`src/rtl/gr_axis_sc16_delay_n_if.sv`:
```
// ----------------------------------------------------------------------------
// gr_axis_sc16_delay_n_if
//   AXI-Stream bundle used on both sides of the sc16 delay block.
//   tdata packs NUM_CH sc16 lanes, lane k = bits[32k+31:32k] = {im, re}.
//
//   Parameters
//     DW      tdata width (32 * number of lanes)
//
//   Signals
//     tdata   DW   sample payload
//     tvalid  1    source has a beat
//     tready  1    sink accepts the beat
//     tlast   1    end-of-packet marker travelling with the beat
//
//   Modports
//     master  drives tdata/tvalid/tlast, observes tready
//     slave   observes tdata/tvalid/tlast, drives tready
// ----------------------------------------------------------------------------
interface gr_axis_sc16_delay_n_if #(
    parameter int DW = 32
);
    logic [DW-1:0] tdata;
    logic          tvalid;
    logic          tready;
    logic          tlast;

    modport master (output tdata, output tvalid, output tlast, input tready);
    modport slave  (input tdata, input tvalid, input tlast, output tready);
endinterface

```
`src/rtl/gr_axis_sc16_delay_n.sv`:
```
// ----------------------------------------------------------------------------
// gr_axis_sc16_delay_n
//   Multi-channel AXI-Stream sc16 sample delay. The output stream equals the
//   input stream preceded by D zero samples, where D (cur_delay) can be
//   reloaded at runtime up to MAX_DELAY. All lanes share one handshake and
//   tlast travels with its sample (zero-fill beats carry tlast=0).
//
//   Parameters
//     NUM_CH         number of sc16 lanes packed in tdata
//     MAX_DELAY      largest supported delay in samples (>= 1)
//     DEFAULT_DELAY  delay in effect after reset (<= MAX_DELAY)
//
//   Ports
//     clock      in   rising-edge clock
//     reset_n    in   asynchronous active-low reset
//     cfg_delay  in   new delay, taken when cfg_load=1 (saturated to MAX_DELAY)
//     cfg_load   in   single-cycle load strobe; flushes the history
//     cur_delay  out  delay currently in effect
//     s_axis     slave  input stream
//     m_axis     master delayed output stream (one register stage)
// ----------------------------------------------------------------------------
module gr_axis_sc16_delay_n #(
    parameter  int NUM_CH        = 1,
    parameter  int MAX_DELAY     = 16,
    parameter  int DEFAULT_DELAY = 1,
    localparam int DW            = 32 * NUM_CH,
    localparam int CW            = $clog2(MAX_DELAY + 1)
) (
    input  logic                    clock,
    input  logic                    reset_n,
    input  logic [CW-1:0]           cfg_delay,
    input  logic                    cfg_load,
    output logic [CW-1:0]           cur_delay,
    gr_axis_sc16_delay_n_if.slave   s_axis,
    gr_axis_sc16_delay_n_if.master  m_axis
);

    localparam int AW = (MAX_DELAY > 1) ? $clog2(MAX_DELAY) : 1;

    // Clamp a requested delay to the depth of the history RAM.
    function automatic logic [CW-1:0] sat_delay(input logic [CW-1:0] d);
        return (d > CW'(MAX_DELAY)) ? CW'(MAX_DELAY) : d;
    endfunction

    // History RAM {tlast, data}; contents are only trusted below 'fill'.
    logic [DW:0]    mem [MAX_DELAY];

    logic [CW-1:0]  wr_ptr;
    logic [CW-1:0]  fill;
    logic [AW-1:0]  wr_idx;
    logic [DW:0]    hist_rd;
    logic           accept;
    logic           hist_en;
    logic           hist_full;
    logic           wrap;

    logic [DW-1:0]  data_p1;
    logic           last_p1;
    logic           vld_p1;

    // Output register can take a new beat whenever it is empty or draining.
    assign s_axis.tready = !vld_p1 || m_axis.tready;
    assign accept        = s_axis.tvalid && s_axis.tready;

    // The slot about to be overwritten holds the sample from exactly D
    // accepts ago, so one pointer serves both read and write.
    assign wr_idx    = wr_ptr[AW-1:0];
    assign hist_rd   = mem[wr_idx];
    assign hist_full = (fill == cur_delay);
    assign wrap      = (wr_ptr == cur_delay - CW'(1));

    // A load in the same cycle as an accept wins the history update: the
    // accepted beat is emitted under the old delay but not remembered.
    assign hist_en = accept && (cur_delay != '0) && !cfg_load;

    always_ff @(posedge clock or negedge reset_n) begin
        if (!reset_n) begin
            cur_delay <= CW'(DEFAULT_DELAY);
            wr_ptr    <= '0;
            fill      <= '0;
        end else if (cfg_load) begin
            cur_delay <= sat_delay(cfg_delay);
            wr_ptr    <= '0;
            fill      <= '0;
        end else if (hist_en) begin
            wr_ptr <= wrap ? '0 : wr_ptr + CW'(1);
            fill   <= hist_full ? fill : fill + CW'(1);
        end
    end

    always_ff @(posedge clock) begin
        if (hist_en) begin
            mem[wr_idx] <= {s_axis.tlast, s_axis.tdata};
        end
    end

    // ---- stage p1: output register ----
    always_ff @(posedge clock or negedge reset_n) begin
        if (!reset_n) begin
            vld_p1  <= 1'b0;
            data_p1 <= '0;
            last_p1 <= 1'b0;
        end else if (accept) begin
            vld_p1 <= 1'b1;
            if (cur_delay == '0) begin
                data_p1 <= s_axis.tdata;
                last_p1 <= s_axis.tlast;
            end else if (!hist_full) begin
                data_p1 <= '0;
                last_p1 <= 1'b0;
            end else begin
                {last_p1, data_p1} <= hist_rd;
            end
        end else if (m_axis.tready) begin
            vld_p1 <= 1'b0;
        end
    end

    assign m_axis.tdata  = data_p1;
    assign m_axis.tlast  = last_p1;
    assign m_axis.tvalid = vld_p1;

endmodule

```
`src/flat_wrapper.sv`:
```
// flat-port wrapper written by rule: the top's interface ports become plain ports
module gr_axis_sc16_delay_n_flat 
#(
    parameter  int NUM_CH        = 1,
    parameter  int MAX_DELAY     = 16,
    parameter  int DEFAULT_DELAY = 1,
    localparam int DW            = 32 * NUM_CH,
    localparam int CW            = $clog2(MAX_DELAY + 1)
)
  (clock, reset_n, cfg_delay, cfg_load, cur_delay, s_axis_tdata, s_axis_tvalid, s_axis_tlast, s_axis_tready, m_axis_tdata, m_axis_tvalid, m_axis_tlast, m_axis_tready);
  gr_axis_sc16_delay_n_if #(.DW((32 * NUM_CH))) s_axis_i ();
  gr_axis_sc16_delay_n_if #(.DW((32 * NUM_CH))) m_axis_i ();
  input  logic clock;
  input  logic reset_n;
  input  logic [CW-1:0] cfg_delay;
  input  logic cfg_load;
  output logic [CW-1:0] cur_delay;
  input wire logic [$bits(s_axis_i.tdata)-1:0] s_axis_tdata;
  input wire logic [$bits(s_axis_i.tvalid)-1:0] s_axis_tvalid;
  input wire logic [$bits(s_axis_i.tlast)-1:0] s_axis_tlast;
  output wire logic [$bits(s_axis_i.tready)-1:0] s_axis_tready;
  output wire logic [$bits(m_axis_i.tdata)-1:0] m_axis_tdata;
  output wire logic [$bits(m_axis_i.tvalid)-1:0] m_axis_tvalid;
  output wire logic [$bits(m_axis_i.tlast)-1:0] m_axis_tlast;
  input wire logic [$bits(m_axis_i.tready)-1:0] m_axis_tready;
  assign s_axis_i.tdata = s_axis_tdata;
  assign s_axis_i.tvalid = s_axis_tvalid;
  assign s_axis_i.tlast = s_axis_tlast;
  assign s_axis_tready = s_axis_i.tready;
  assign m_axis_tdata = m_axis_i.tdata;
  assign m_axis_tvalid = m_axis_i.tvalid;
  assign m_axis_tlast = m_axis_i.tlast;
  assign m_axis_i.tready = m_axis_tready;
  gr_axis_sc16_delay_n #(.NUM_CH(NUM_CH), .MAX_DELAY(MAX_DELAY), .DEFAULT_DELAY(DEFAULT_DELAY)) u_core (.clock(clock), .reset_n(reset_n), .cfg_delay(cfg_delay), .cfg_load(cfg_load), .cur_delay(cur_delay), .s_axis(s_axis_i), .m_axis(m_axis_i));
endmodule
```
`config.mk`:
```
export PLATFORM = sky130hd
export DESIGN_NAME = gr_axis_sc16_delay_n_flat
export DESIGN_NICKNAME = d
export VERILOG_FILES = /design/src/rtl/gr_axis_sc16_delay_n_if.sv /design/src/rtl/gr_axis_sc16_delay_n.sv /design/src/flat_wrapper.sv
export SDC_FILE = /design/constraint.sdc
export NUM_CORES = 1
export LEC_CHECK = 0
export BUFFER_PORTS_ARGS = -buffer_cell sky130_fd_sc_hd__buf_2
export CORE_UTILIZATION = 35
export DETAILED_ROUTE_END_ITERATION = 6
export GPL_TIMING_DRIVEN = 0
export PLACE_DENSITY = 0.54
export SLEW_MARGIN = 20
export SYNTH_ARGS = -nofsm -noshare
export SYNTH_HDL_FRONTEND = slang
export SYNTH_SLANG_ARGS = --single-unit
```
`constraint.sdc`:
```
create_clock -name clock -period 5.1 [get_ports clock]
set_clock_uncertainty 0.05 [all_clocks]
set_input_delay 1.53 -clock clock [delete_from_list [all_inputs] [get_ports clock]]
set_output_delay 1.53 -clock clock [all_outputs]
set_load 0.03 [all_outputs]
```
# Yosys cells after proc, flatten, opt, wreduce, memory -nomap -nowiden

Memory sizes are Yosys's and may differ from the RTL's.
Index checks and enable logic that the tools add are counted.

Bits of input ports: 43
Bits in registers: 49
RAM bits: 528
Logic and storage cells: 40
Memories kept: 1

Memory list:

| memory     | words | width | rd ports | clocked after Yosys merged registers in | write ports | RTL line                   | text |
|---|---|---|---|---|---|---|---|
| u_core.mem | 16    | 33    | 1        | 0                                       | 1           | gr_axis_sc16_delay_n.sv:46 | `logic [DW:0] mem [MAX_DELAY];` |

Reduce and logical (&&, ||, !) cells: 11
Multiplexer cells: 15
Equal/unequal tests: 3
Magnitude comparators: 1
Add/sub/neg operators: 3

Operators with widths:

| cell                                                                | number |
|---|---|
| 32-bit 2-to-1 mux                                                   | 2 |
| 5-bit 2-to-1 mux                                                    | 7 |
| 5-bit by 1-bit adder with 5-bit output (second input constant)      | 2 |
| 5-bit == test                                                       | 2 |
| 1-bit 2-to-1 mux                                                    | 6 |
| 5-bit greater-than comparator (second input constant)               | 1 |
| 5-bit zero test                                                     | 1 |
| 5-bit nonzero test                                                  | 1 |
| 5-bit by 1-bit subtractor with 5-bit output (second input constant) | 1 |
| 2-bit nonzero test                                                  | 2 |
| 1-bit logical AND                                                   | 3 |
| 1-bit zero test                                                     | 2 |
| 2-bit != test (second input constant)                               | 1 |
| 2-bit AND reduction                                                 | 1 |
| 1-bit logical OR                                                    | 1 |

# Depth between registers and ports, before layout

Gate-level depths: netlist of run 1.

Depth after elaboration: 7
Mapped depth: 8
Mapped depth without buffers: 7

# Worst setup path after synthesis of run 1

No wires, ideal clock.

Path type: input-to-reg
From: input m_axis_tready
To: memory u_core.mem[2][0] (netlist name), enable pin
Setup slack: 1241 ps
Data arrival time: 3416 ps
Buffers on the path: 1
Library setup time: 393 ps
Required time: 4657 ps
Stages: 5
Cells stage by stage: nand2b_1 > nand3_2 > buf_2 > nor4_1 > and2_1

Word-level cells in the longest chain between the ends: 6

RTL lines:

| item                                   | RTL line                   | text |
|---|---|---|
| start: declaration                     | flat_wrapper.sv:25         | `input wire logic [$bits(m_axis_i.tready)-1:0] m_axis_tready;` |
| 1-bit logical OR                       | gr_axis_sc16_delay_n.sv:62 | `assign s_axis.tready = !vld_p1 \|\| m_axis.tready;` |
| 1-bit logical AND                      | gr_axis_sc16_delay_n.sv:63 | `assign accept = s_axis.tvalid && s_axis.tready;` |
| 1-bit logical AND (2 in series)        | gr_axis_sc16_delay_n.sv:74 | `assign hist_en = accept && (cur_delay != '0) && !cfg_load;` |
| 1-bit 2-to-1 mux                       | gr_axis_sc16_delay_n.sv:92 | `if (hist_en) begin` |
| 1-bit 2-to-1 mux (not written as such) | gr_axis_sc16_delay_n.sv:93 | `mem[wr_idx] <= {s_axis.tlast, s_axis.tdata};` |
| end: declaration                       | gr_axis_sc16_delay_n.sv:46 |  |

No other way between the ends.

# Worst setup path after layout of run 1

From: register u_core.wr_ptr[3]
To: memory u_core.mem[8][16] (netlist name), enable pin

RTL lines:

| item                     | RTL line                   | text |
|---|---|---|
| start: declaration       | gr_axis_sc16_delay_n.sv:48 | `logic [CW-1:0] wr_ptr;` |
| start signal: assignment | gr_axis_sc16_delay_n.sv:86 | `wr_ptr <= wrap ? '0 : wr_ptr + CW'(1);` |

Straight into the memory's write port.

==> impl_metrics.toml, run 1 <==
[routing]
drtAntennaViolNets = 0
routed_via_density = 5.230
vias = 10916
routed_wl_um = 52500
drtIter0Drc = 959
drc = 0
firstDrtPassIters = 5
wl_per_cell_um = 25.16

[place]
pre_cts_slack_ns = 1.120
placed_cell_area_um2 = 24250
hpwlAfterDp_um = 31380
port_buffers = 82
routabilityCongestion = 0.7224

[setup_path]
start_kind = "flip-flop"
arrival_ns = 4.01
critPathBufInv = 3
crit_path_cell_trace = "clkbuf_1 > clkbuf_1 > nor4b_1 > and2_2 > buf_12"
cp_common_cell = "clkbuf_1"
critPathMaxFanout = 18
critPathSlowestCell = "clkbuf_1"
cp.required_ns = 5.36
critPathKind = "reg -> reg"
r2r_slack_ns = 1.35
crit_path_max_incr_delay_ns = 0.71
critPathCaptureType = "flip-flop"
path_delay_family = "buffers and inverters"

[die]
die_h_um = 256.3
dieArea_um2 = 65670
num_rows = 92
fp.dieW_um = 256.3
core_um2 = 63430
start_util_pct = 35.68
ios = 83

[synthesis]
synth_edf_count = 528
syn_avg_cell_area_um2 = 21.61
ys_seq_elements = 577
post_synth_num_cell_types = 44
syn_inst = 1047
synth_xor_area_share_pct = 0.5032
yosys.area_share.simple_pct = 2.527
async_flop_share_pct = 8.492
syn_area_um2 = 22630
synth-main-ff-cell = "edfxtp_1"
syn_nets = 1096
synth_top_family_by_area = "multiplexers"
synth-compound-area-share_pct = 4.164
ys_warn_count = 0
synthAdderAreaFrac_pct = 0.3318
synth_mux_area_share_pct = 14.94
yosysSeqAreaShare_pct = 75.49

[timing]
layout_min_cycle_time_ns = 3.754
setup_viol = 0
rsz0062_at_grt = "false"
tns_ns = 0
fin_ws_ns = 1.346
worst_pin_slew_ns = 0.9132
hold_viol_final = 0
drv_slew = 0
holdWs_ns = 0.4595
fin_crit_sh_pct = 73.61
slew_headroom_pct = 39.12
fmax_mhz = 266.4

[run]
cap_viol_max_count = 0

[power]
powerDensity_nw_per_um2 = 405.5
vdd_drop_max_v = 0.0002307
power_leakage_nw = 8.715
finalPower_mw = 10.67

[min_path]
hp-class = "reg -> reg"

[cts]
cts_setup_buffers = 0
root_buffer = "clkbuf_16"
ctsResizeCount = 0
clk_latency_ns = 0.61
clk_pin_slew_worst_paths_ns = 0.06
cts_tree = "yes"
numCtsBuffers = 58
clk_path_buf_depth = 3
cts_sinks = 577
cts_max_level = 2
cts_hold_buf = 0

[layout]
regArea_um2 = 17080
final_common_cell = "edfxtp_1"
mostFrequentLayoutCells = "edfxtp_1, mux4_2, buf_2"
drive_above_1_share_pct = 28.93
syn_to_final_growth_pct = 16.33
final_area_um2 = 26320
multi_input_area_um2 = 5117
layout.nets = 1244
n_antenna_cell = 0
filler_cell_count = 5529

[grt]
grt_pass1_vias = 11644
grt_overflow = 0
grt_pass1_wl_um = 78270
grt_usage_pct = 16.16
antenna_found_initial = 0
grt_max_degree = 34

[outcome]
status = "complete, no violations"
==> cells by family after synthesis <==
| group | Yosys count |
|---|---|
| xor+xnor | 13 |
| flops | 577 |
| compound gates | 116 |
| simple gates | 97 |
| fa+ha+maj | 6 |
| mux | 168 |
| buf+inv | 70 |
==> power by group <==
part	switching [mW]	internal (mW)	leakage (nW)
Clock	1.78	2.83	1.01
Combinational	0.464	0.327	2.30
Sequential	0.0414	5.24	5.40
Total	2.28	8.39	8.71
==> path summary, 6_finish.rpt <==
kind	end	from	depth (start not counted)
setup reg to reg	u_core.mem[8][16]$_DFFE_PP_	u_core.wr_ptr[3]$_DFFE_PN0P_	5
hold reg to reg	u_core.m_axis.tdata[5]$_DFFE_PN0N_	u_core.m_axis.tdata[5]$_DFFE_PN0N_	1
hold / removal	u_core.m_axis.tdata[5]$_DFFE_PN0N_	u_core.m_axis.tdata[5]$_DFFE_PN0N_	1
max in group asynchronous	u_core.cur_delay[0]$_DFFE_PN1P_	reset_n	2
setup / recovery	u_core.mem[8][16]$_DFFE_PP_	u_core.wr_ptr[3]$_DFFE_PN0P_	5
min in group asynchronous	u_core.m_axis.tvalid$_DFFE_PN0P_	reset_n	1
==> metal layers <==
layer	part of all wire [%]	vias to the layer above	wire length [um]	track usage, %
met5	0	-	0	0
li1	-	4722	-	-
met1	45	5840	23470	22.21
met2	48	282	25430	26.34
met4	2.0	0	1034	4.391
met3	4.9	72	2567	2.985
==> stage by stage <==
stage	utilization, %	instances
after global placement	37.99	1975
after global routing	41.50	2087
after floorplan	-	1047
final	41.50	2087
after CTS	41.50	2087
after detailed placement	38.24	1981
==> synth_stat cells, types with 2 or more instances <==
cell,n,area share [%]
buf_12,4,0.35
o22ai_1,4,0.11
xnor2_1,5,0.19
nor3_1,5,0.11
nor2b_1,35,0.97
buf_2,17,0.38
ha_1,6,0.33
nor4b_1,2,0.077
and2_1,16,0.44
a221o_1,33,1.5
buf_4,5,0.17
inv_1,6,0.10
edfxtp_1,528,70
mux2_2,2,0.10
clkbuf_1,24,0.40
nor2_1,7,0.12
nand2_1,13,0.22
buf_6,11,0.55
dfrtp_1,48,5.3
mux4_2,120,12
nand3b_1,2,0.066
a21oi_1,5,0.11
mux2i_1,34,1.5
a211oi_1,68,2.3
xor2_1,8,0.31
nand3_1,7,0.15
mux4_1,12,1.4
a31oi_1,2,0.055
nand2b_1,3,0.083
==> registers in the layout (all words and copies together) (netlist names) <==
register              count
u_core.mem              528
u_core.m_axis.tdata      32
u_core.cur_delay          5
u_core.fill               5
u_core.wr_ptr             5
u_core.m_axis.tlast       1
u_core.m_axis.tvalid      1
==> cell type report <==
cell class,instances,share of cell area [%]
multi-input cells,400,19.44
well taps,846,4.021
inverters,7,0.09982
clock buffers,78,6.184
plain buffers,63,1.654
clock inverters,28,1.678
flip-flops and latches,577,64.90
repair buffers,88,2.025
==> worst reg2reg max path: stages (launching register included) <==
cell,delay [ns]
dfrtp_1,0.47
clkbuf_1,0.71
clkbuf_1,0.59
nor4b_1,0.65
and2_2,0.68
buf_12,0.26
No activity file was read; power rests on OpenSTA's default activity.
==> run 2: changes to the inputs <==
--- a/config.mk
+++ b/config.mk
@@ -5,6 +5,7 @@
 export SDC_FILE = /design/constraint.sdc
 export NUM_CORES = 1
 export LEC_CHECK = 0
+export ABC_AREA = 1
 export BUFFER_PORTS_ARGS = -buffer_cell sky130_fd_sc_hd__buf_2
 export CORE_UTILIZATION = 35
 export DETAILED_ROUTE_END_ITERATION = 6
==> constraint.sdc (replaced) <==
create_clock -name clock -period 3.5 [get_ports clock]
set_clock_uncertainty 0.05 [all_clocks]
set_input_delay 1.05 -clock clock [delete_from_list [all_inputs] [get_ports clock]]
set_output_delay 1.05 -clock clock [all_outputs]
set_load 0.03 [all_outputs]
==> run 2 against run 1 <==
  * Clock power increased by 43%
  * Maximum frequency grew 10%
  * Register-to-register slack worse by 1.2 ns
  * First-iteration DRC count increased by 66%
  * Count of clock-buffer cells in the layout rose by 19
  * Combinational power is 110% higher
  * Critical endpoint is now u_core.mem[6][14]$_DFFE_PP_
  * Largest power group unchanged
==> impl_metrics.toml, run 2 <==
[timing]
holdWs_ns = 0.2895
drv_slew = 0
rsz0062_at_grt = "false"
slew_headroom_pct = 35.05
hold_viol_final = 0
fmax_mhz = 294.1
fin_crit_sh_pct = 97.16
layout_min_cycle_time_ns = 3.401
tns_ns = 0
setup_viol = 0
worst_pin_slew_ns = 0.9743

[routing]
drtAntennaViolNets = 0
routed_wl_um = 77190
wl_per_cell_um = 20.12
vias = 18153
drtIter0Drc = 1589
drc = 0
firstDrtPassIters = 7
routed_via_density = 4.731

[synthesis]
async_flop_share_pct = 8.492
synth_top_area_share_pct = 61.90
synth.area.top_cells = "edfxtp_1, nand2_1, inv_1"
yosysTopAreaCell = "edfxtp_1"
synth_edf_count = 528
ys_warn_count = 0
syn_inst = 2650
yosysMostFrequentCell = "nand2_1"
ys_seq_elements = 577
yosysSeqAreaShare_pct = 66.69
post_synth_num_cell_types = 29
synth-main-ff-cell = "edfxtp_1"
syn_avg_cell_area_um2 = 9.666
syn_area_um2 = 25620
yosys-top-cells-count = "nand2_1, edfxtp_1, inv_1, nand3_1, buf_2"
syn_nets = 2699

[die]
start_util_pct = 35.59
dieArea_um2 = 74270
ios = 83
core_um2 = 71980
num_rows = 98
die_h_um = 272.5
fp.dieW_um = 272.5

[layout]
top_register = "u_core.mem"
filler_cell_count = 6793
largest_register_ffs = 528
final_common_cell = "nand2_1"
syn_to_final_growth_pct = 17.82
layout.cells.non_filler = 3837
layout.nets = 2888
n_antenna_cell = 0
drive_above_1_share_pct = 11.47
mostFrequentLayoutCells = "nand2_1, edfxtp_1, inv_1"

[power]
finalPower_mw = 15.97
vdd_drop_max_v = 0.0002985
pwr-share-comb_pct = 10.5
p_seq_share_pct = 48.2
power_leakage_nw = 13.65
swShare_pct = 25.25
p_int_mw = 11.93
p_switching_mw = 4.031
powerDensity_nw_per_um2 = 529.0
clock_power_share_pct = 41.3

[place]
port_buffers = 82
hpwlAfterDp_um = 51760
routabilityCongestion = 0.8236
dp.cells = 3714

[grt]
grt_pass1_wl_um = 113400
grt_max_degree = 33
grt_overflow = 0
grt_pass1_vias = 17530
antenna_found_initial = 1
grt_usage_pct = 20.98

[setup_path]
start_kind = "flip-flop"
critPathMaxFanout = 17
cp.required_ns = 3.74
arrival_ns = 3.64
r2r_slack_ns = 0.1
critPathCaptureType = "flip-flop"
critPathKind = "reg -> reg"
r2r_cells = 7

[outcome]
status = "complete, no violations"

[cts]
clk_path_buf_depth = 3
numCtsBuffers = 66
cts_sinks = 577
cts_hold_buf = 0
ctsResizeCount = 0
clk_latency_ns = 0.61
cts_tree = "yes"
clk_pin_slew_worst_paths_ns = 0.06
root_buffer = "clkbuf_16"
cts_max_level = 3

[min_path]
hp-class = "in -> async"

[run]
cap_viol_max_count = 0
run 2: worst paths after layout:
check	from	endpoint
setup reg to reg	u_core.wr_ptr[2]$_DFFE_PN0P_	u_core.mem[6][14]$_DFFE_PP_
min in group clock	u_core.wr_ptr[4]$_DFFE_PN0P_	u_core.wr_ptr[4]$_DFFE_PN0P_
hold reg to reg	u_core.wr_ptr[4]$_DFFE_PN0P_	u_core.wr_ptr[4]$_DFFE_PN0P_
max in group asynchronous	reset_n	u_core.cur_delay[0]$_DFFE_PN1P_
setup / recovery	u_core.wr_ptr[2]$_DFFE_PN0P_	u_core.mem[6][14]$_DFFE_PP_
hold / removal	reset_n	u_core.m_axis.tdata[6]$_DFFE_PN0N_
run 2: metal layers:
layer | routed length (um) | part of all wire, % | global-route usage, % | vias to the layer above
met5 | 0 | 0 | 0 | -
met4 | 2716 | 3.5 | 8.176 | 0
met3 | 5662 | 7.3 | 3.585 | 144
met1 | 33080 | 43 | 27.90 | 8689
li1 | - | - | - | 8653
met2 | 35730 | 46 | 34.14 | 667
run 2: worst max-delay path, stage by stage, from the launching register on:
cell	delay [ns]
dfrtp_1	0.32
buf_2	0.20
inv_1	0.10
nor2_2	0.58
buf_2	0.55
inv_1	0.30
nor2_4	0.68
buf_12	0.27
run 2: cell type report:
cell class	count	area (um^2)	area share [%]
inverters	518	1946	6.447
clock inverters	19	142.6	0.4726
multi-input cells	1439	6086	20.17
plain buffers	116	628.1	2.081
repair buffers	121	1235	4.092
clock buffers	97	1872	6.202
well taps	950	1189	3.938
flip-flops and latches	577	17080	56.60
run 2: cell families after synthesis:
logic type | Yosys count | share of synthesized area [%]
fa+ha+maj | 6 | 0.2931
flops | 577 | 66.69
simple gates | 1342 | 20.94
xor+xnor | 13 | 0.4445
compound gates | 78 | 1.583
buf+inv | 634 | 10.05
run 2: what timing repair did:
action | in CTS | in global routing
setup endpoints to repair | 0 | 30
setup buffers | 0 | 7
hold endpoints to repair | 0 | 0
run 2: through the flow:
step | setup slack (ns) | utilization [%] | cell area (um^2)
global placement | -2.809 | 37.82 | 27220
floorplan | -0.1245 | - | 25620
global route | 0.04594 | 41.93 | 30180
finish | 0.09939 | 41.93 | 30180
CTS | 0.06233 | 41.86 | 30130
detailed placement | -0.5564 | 39.06 | 28110
run 2: power groups by stage:
| stage | sequential (mW) | combinational, mW | clock (mW) |
|---|---|---|---|
| final | 7.70 | 1.68 | 6.59 |
| after global routing | 7.71 | 1.85 | 6.92 |
| after CTS | 7.70 | 1.69 | 6.69 |
| after detailed placement | 7.84 | 1.69 | 0 |
| after global placement | 7.84 | 1.64 | 0 |
| after floorplan | 7.97 | 0.852 | 0 |
